File: config.mk
export PLATFORM = sky130hd
export DESIGN_NAME = regfile_write_arbiter
export DESIGN_NICKNAME = d
export VERILOG_FILES = /design/src/rtl/regfile_write_arbiter.sv
export SDC_FILE = /design/constraint.sdc
export NUM_CORES = 1
export LEC_CHECK = 0
export ABC_AREA = 1
export BUFFER_PORTS_ARGS = -buffer_cell sky130_fd_sc_hd__buf_2
export CAP_MARGIN = 20
export CORE_ASPECT_RATIO = 0.6
export CORE_UTILIZATION = 33
export CTS_CLUSTER_DIAMETER = 30
export DETAILED_ROUTE_END_ITERATION = 12
export GPL_TIMING_DRIVEN = 0
export SYNTH_ARGS = -nofsm -noshare
export SYNTH_HDL_FRONTEND = slang
export SYNTH_SLANG_ARGS = --single-unit
File: constraint.sdc
create_clock -name clk -period 5.8 [get_ports clk]
set_input_delay 0.58 -clock clk [delete_from_list [all_inputs] [get_ports clk]]
set_output_delay 0.58 -clock clk [all_outputs]
set_load 0.01 [all_outputs]
File: src/rtl/regfile_write_arbiter.sv
// regfile_write_arbiter: round-robin arbiter for the single write port of a negedge-capturing register bank
//   clk      : arbitration on posedge; the bank captures on negedge
//   reset    : asynchronous, active-low; clears grant, write enable, data and pointer
//   stall    : high blocks new grants this cycle
//   req      : per-requester request bits
//   req_addr : per-requester destination register, slice [i*ADDR_W +: ADDR_W]
//   req_data : per-requester write data, slice [i*DATA_W +: DATA_W]
//   gnt      : registered one-hot grant
//   wr_en    : registered one-hot per-register write enable
//   wr_data  : registered shared data bus to every register
//   busy     : high while a grant is outstanding (|gnt)
// Optional: define REGFILE_WRITE_ARBITER_R0_ZERO_EN to make register 0 hardwired zero.
module regfile_write_arbiter #(
  parameter int NREQ   = 4,
  parameter int DATA_W = 16,
  parameter int ADDR_W = 3
) (
  input  logic                     clk,
  input  logic                     reset,
  input  logic                     stall,
  input  logic [NREQ-1:0]          req,
  input  logic [NREQ*ADDR_W-1:0]   req_addr,
  input  logic [NREQ*DATA_W-1:0]   req_data,
  output logic [NREQ-1:0]          gnt,
  output logic [(2**ADDR_W)-1:0]   wr_en,
  output logic [DATA_W-1:0]        wr_data,
  output logic                     busy
);
  localparam int PW    = $clog2(NREQ);
  localparam int NREGS = 2**ADDR_W;
  logic [PW-1:0]     r_ptr;
  logic [NREQ-1:0]   r_gnt;
  logic [NREGS-1:0]  r_wr_en;
  logic [DATA_W-1:0] r_wr_data;
  logic              w_found;
  logic [PW-1:0]     w_win;
  logic [PW-1:0]     w_next_ptr;
  logic [ADDR_W-1:0] w_addr;
  logic [DATA_W-1:0] w_data;
  logic              w_take;
  logic              w_wr;
  // Circular search starting at the pointer; the first set bit wins.
  always_comb begin
    w_found = 1'b0;
    w_win   = '0;
    for (int i = 0; i < NREQ; i++) begin
      if (!w_found && req[(int'(r_ptr) + i) % NREQ]) begin
        w_found = 1'b1;
        w_win   = PW'((int'(r_ptr) + i) % NREQ);
      end
    end
  end
  assign w_next_ptr = (w_win == PW'(NREQ-1)) ? '0 : w_win + 1'b1;
  assign w_addr     = req_addr[int'(w_win)*ADDR_W +: ADDR_W];
  assign w_data     = req_data[int'(w_win)*DATA_W +: DATA_W];
  assign w_take     = w_found && !stall;
`ifdef REGFILE_WRITE_ARBITER_R0_ZERO_EN
  // A write to register 0 is granted and consumes its turn but never reaches the bank.
  assign w_wr = w_take && (w_addr != '0);
`else
  assign w_wr = w_take;
`endif
  always_ff @(posedge clk or negedge reset) begin
    if (!reset) begin
      r_ptr     <= '0;
      r_gnt     <= '0;
      r_wr_en   <= '0;
      r_wr_data <= '0;
    end else begin
      r_gnt   <= w_take ? ({{(NREQ-1){1'b0}}, 1'b1} << w_win) : '0;
      r_wr_en <= w_wr ? ({{(NREGS-1){1'b0}}, 1'b1} << w_addr) : '0;
      if (w_wr) r_wr_data <= w_data;
      if (w_take) r_ptr <= w_next_ptr;
    end
  end
  assign gnt     = r_gnt;
  assign wr_en   = r_wr_en;
  assign wr_data = r_wr_data;
  assign busy    = |r_gnt;
endmodule

==> flow_summary.ini <==
[outcome]
status = finished clean

[placed_design]
dpl_cell_area_um2 = 3250
port_buffers = 111
hpwl_um = 6590
gp_congestion = 0.860

[layout]
final-seq-area_um2 = 751
n_antenna_cell = 0
nets = 630
drive_gt1_share_pct = 27.6
multi_input_area_um2 = 1320
syn2layout_area_growth_pct = 32.6
fill_cells = 824
final_area_um2 = 3390

[die]
die_h_um = 70.2
coreArea_um2 = 7390
core.rowCount = 24
die_area_um2 = 8130
start_util_pct = 34.7
num_io_pins = 112
die_x_um = 116

[clocking]
clk_pin_slew_ns = 0.05
cts_resized = 0
tritoncts = done
clock-sinks = 30
cts_max_path_buffers = 2
h-tree-depth = 2
holdBufCountCts = 0
cts_made_buffers = 5
insertion_delay_ns = 0.27
post_cts_buffers = 0
root_buffer = clkbuf_16

[grt]
grt-ovfl-total = 0
grt_pass1_wl_um = 12900
grt_max_degree = 31
antenna_found_initial = 0
grt_use_total_pct = 20.5
grt_pass1_vias = 2739

[power_and_ir_drop]
power_frac_seq_pct = 13.7
clkPwrFrac_pct = 10.1
combPwrFrac_pct = 76.2
power.density_nw_per_um2 = 728
p_switching_w = 0.00139
switching_share_pct = 56.2
p_int_w = 0.00108
vdd_drop_max_uv = 288
power_leakage_nw = 2.19

[sta]
worst_pin_slew_ns = 0.630
min_period_ns = 2.40
setup_tns_ns = 0
hold_violations = 0
clock.fmax_mhz = 417
slew_viol_final = 0
rsz0062_at_grt = no
setup_viol_count_final = 0
period_share_pct = 41.3
slew_headroom_pct = 58.0
skew_ns = 0.00112

[routing]
drc = 0
via_per_inst = 4.58
wl_per_cell_um = 12.4
routed_wl_um = 8040
drt-initial-drc-count = 165
ant_nets = 0
dr_total_vias = 2966
dr.pass1.iters = 4

[yosys]
syn_nets = 512
synth.distinct_cells = 21
ys_seq_elements = 30
ys_seq_area_share_pct = 29.3
synthCells = 425
ys_warn_count = 0
syn-cell-area_um2 = 2560
synth_area_per_cell_um2 = 6.02

[setup_path]
slowest_delay_ns = 0.37
cp_cell_sequence = buf_6 > inv_6 > nand2_1 > nand3_1 > nand2_1 > nor2_4 > nand3_4 > nand3_4 > buf_2 > inv_1 > ha_1 > nand2_1 > o21ai_0
startpoint = r_ptr[0]$_DFFE_PN0P_
critPathRequiredTime_ns = 5.94
reg2reg_from = r_ptr[0]$_DFFE_PN0P_
cp-end-kind = flop
worstPathArrival_ns = 2.54
crit_top_cell = nand2_1
crit_buf_inv = 4
cp-start-kind = flop
timing.critical_path.max_delay_family = simple AND/OR/NAND/NOR gates
critPathMaxFanout = 11
cp_slowest_cell = dfrtp_1
critPathKind = reg2reg

[min_path]
hold_class = in2async

[job]
max_cap_viol_count = 0
-- registers in the layout (all words and copies together) (netlist names) --
register and cells:
wr_data 16, wr_en 8, gnt 4, r_ptr 2
-- synthesized netlist by cell type --
master	n	area, um2
nand2_1	155	582
inv_1	87	327
nand3_1	49	245
nand4_1	42	263
dfrtp_1	30	751
nor2_1	13	48.8
buf_2	10	50.1
clkbuf_1	5	18.8
buf_1	4	15.0
ha_1	4	50.1
inv_2	4	15.0
nand2_2	4	25.0
buf_4	3	22.5
buf_6	3	33.8
nand3_2	3	30.0
o21ai_0	3	15.0
nand3_4	2	35.0
inv_6	1	8.76
nor2_2	1	6.26
nor2_4	1	11.3
or4_1	1	7.51
-- layer usage --
| metal | global-route usage [%] | wire, um | up-vias |
|---|---|---|---|
| li1 | - | - | 1550 |
| met1 | 33.8 | 4260 | 1290 |
| met2 | 28.0 | 3010 | 118 |
| met3 | 1.91 | 699 | 8 |
| met4 | 4.56 | 75 | 0 |
| met5 | 0 | 0 | - |
-- power by group through the flow --
stage / clock, W / sequential, W / combinational, W
after CTS: 0.000251 / 0.000339 / 0.00186
after global routing: 0.000263 / 0.000348 / 0.00212
after floorplan: 0 / 0.000367 / 0.00128
final: 0.000248 / 0.000338 / 0.00188
after global placement: 0 / 0.000340 / 0.00182
after detailed placement: 0 / 0.000340 / 0.00185
-- cell families after synthesis --
| kind of cell | synth area share [%] |
|---|---|
| buffers and inverters | 19.2 |
| AO/OA/AOI/OAI | 0.586 |
| AND/OR/NAND/NOR | 49.0 |
| adder cells (fa/ha/maj) | 1.96 |
| flip-flops | 29.3 |
-- area by class of cell --
type	count	area share, %
Clock buffer	7	4.20
Tap cell	104	3.83
Inverter	92	10.3
Buffer	25	4.13
Timing Repair Buffer	111	16.4
Multi-Input combinational cell	278	38.9
Clock inverter	1	0.147
Sequential cell	30	22.1
-- worst reg2reg max path, delay by kind of cell, from the launching register on --
kind            cells  cell delay [ns]
fa+ha+maj           1             0.32
buf+inv             4             0.63
compound gates      1             0.08
simple gates        7             0.88
flops               1             0.37
-- cells in the final DEF (no fill, tap or decap), drive strengths merged --
cell type	n
nand2	159
nand4	42
dfrtp	30
or4	1
o21ai	3
inv	92
nor2	15
clkinv	1
clkbuf	12
buf	131
nand3	54
ha	4
-- worst paths after layout --
check,slack (ns),depth (start not counted),end
worst min register to register,0.47,2,wr_data[12]$_DFFE_PN0P_
min in group clk,0.47,2,wr_data[12]$_DFFE_PN0P_
max in group asynchronous,5.06,1,wr_data[10]$_DFFE_PN0P_
worst max register to register,3.40,13,r_ptr[1]$_DFFE_PN0P_
worst max-delay path,3.40,13,r_ptr[1]$_DFFE_PN0P_
worst min-delay path,0.33,1,wr_en[2]$_DFF_PN0_
-- through the flow --
step | hold slack [ns] | std cells | power [W] | worst slack (ns) | util (%)
floorplan | 0.284 | 425 | 0.00165 | 3.72 | -
global placement | 0.461 | 640 | 0.00216 | 3.28 | 43.9
detailed placement | 0.464 | 640 | 0.00219 | 3.26 | 43.9
CTS | 0.355 | 648 | 0.00245 | 3.42 | 45.9
global route | 0.391 | 648 | 0.00273 | 3.22 | 45.9
finish | 0.331 | 648 | 0.00247 | 3.40 | 45.9
Note: power is estimated with default switching activity, not from simulation.
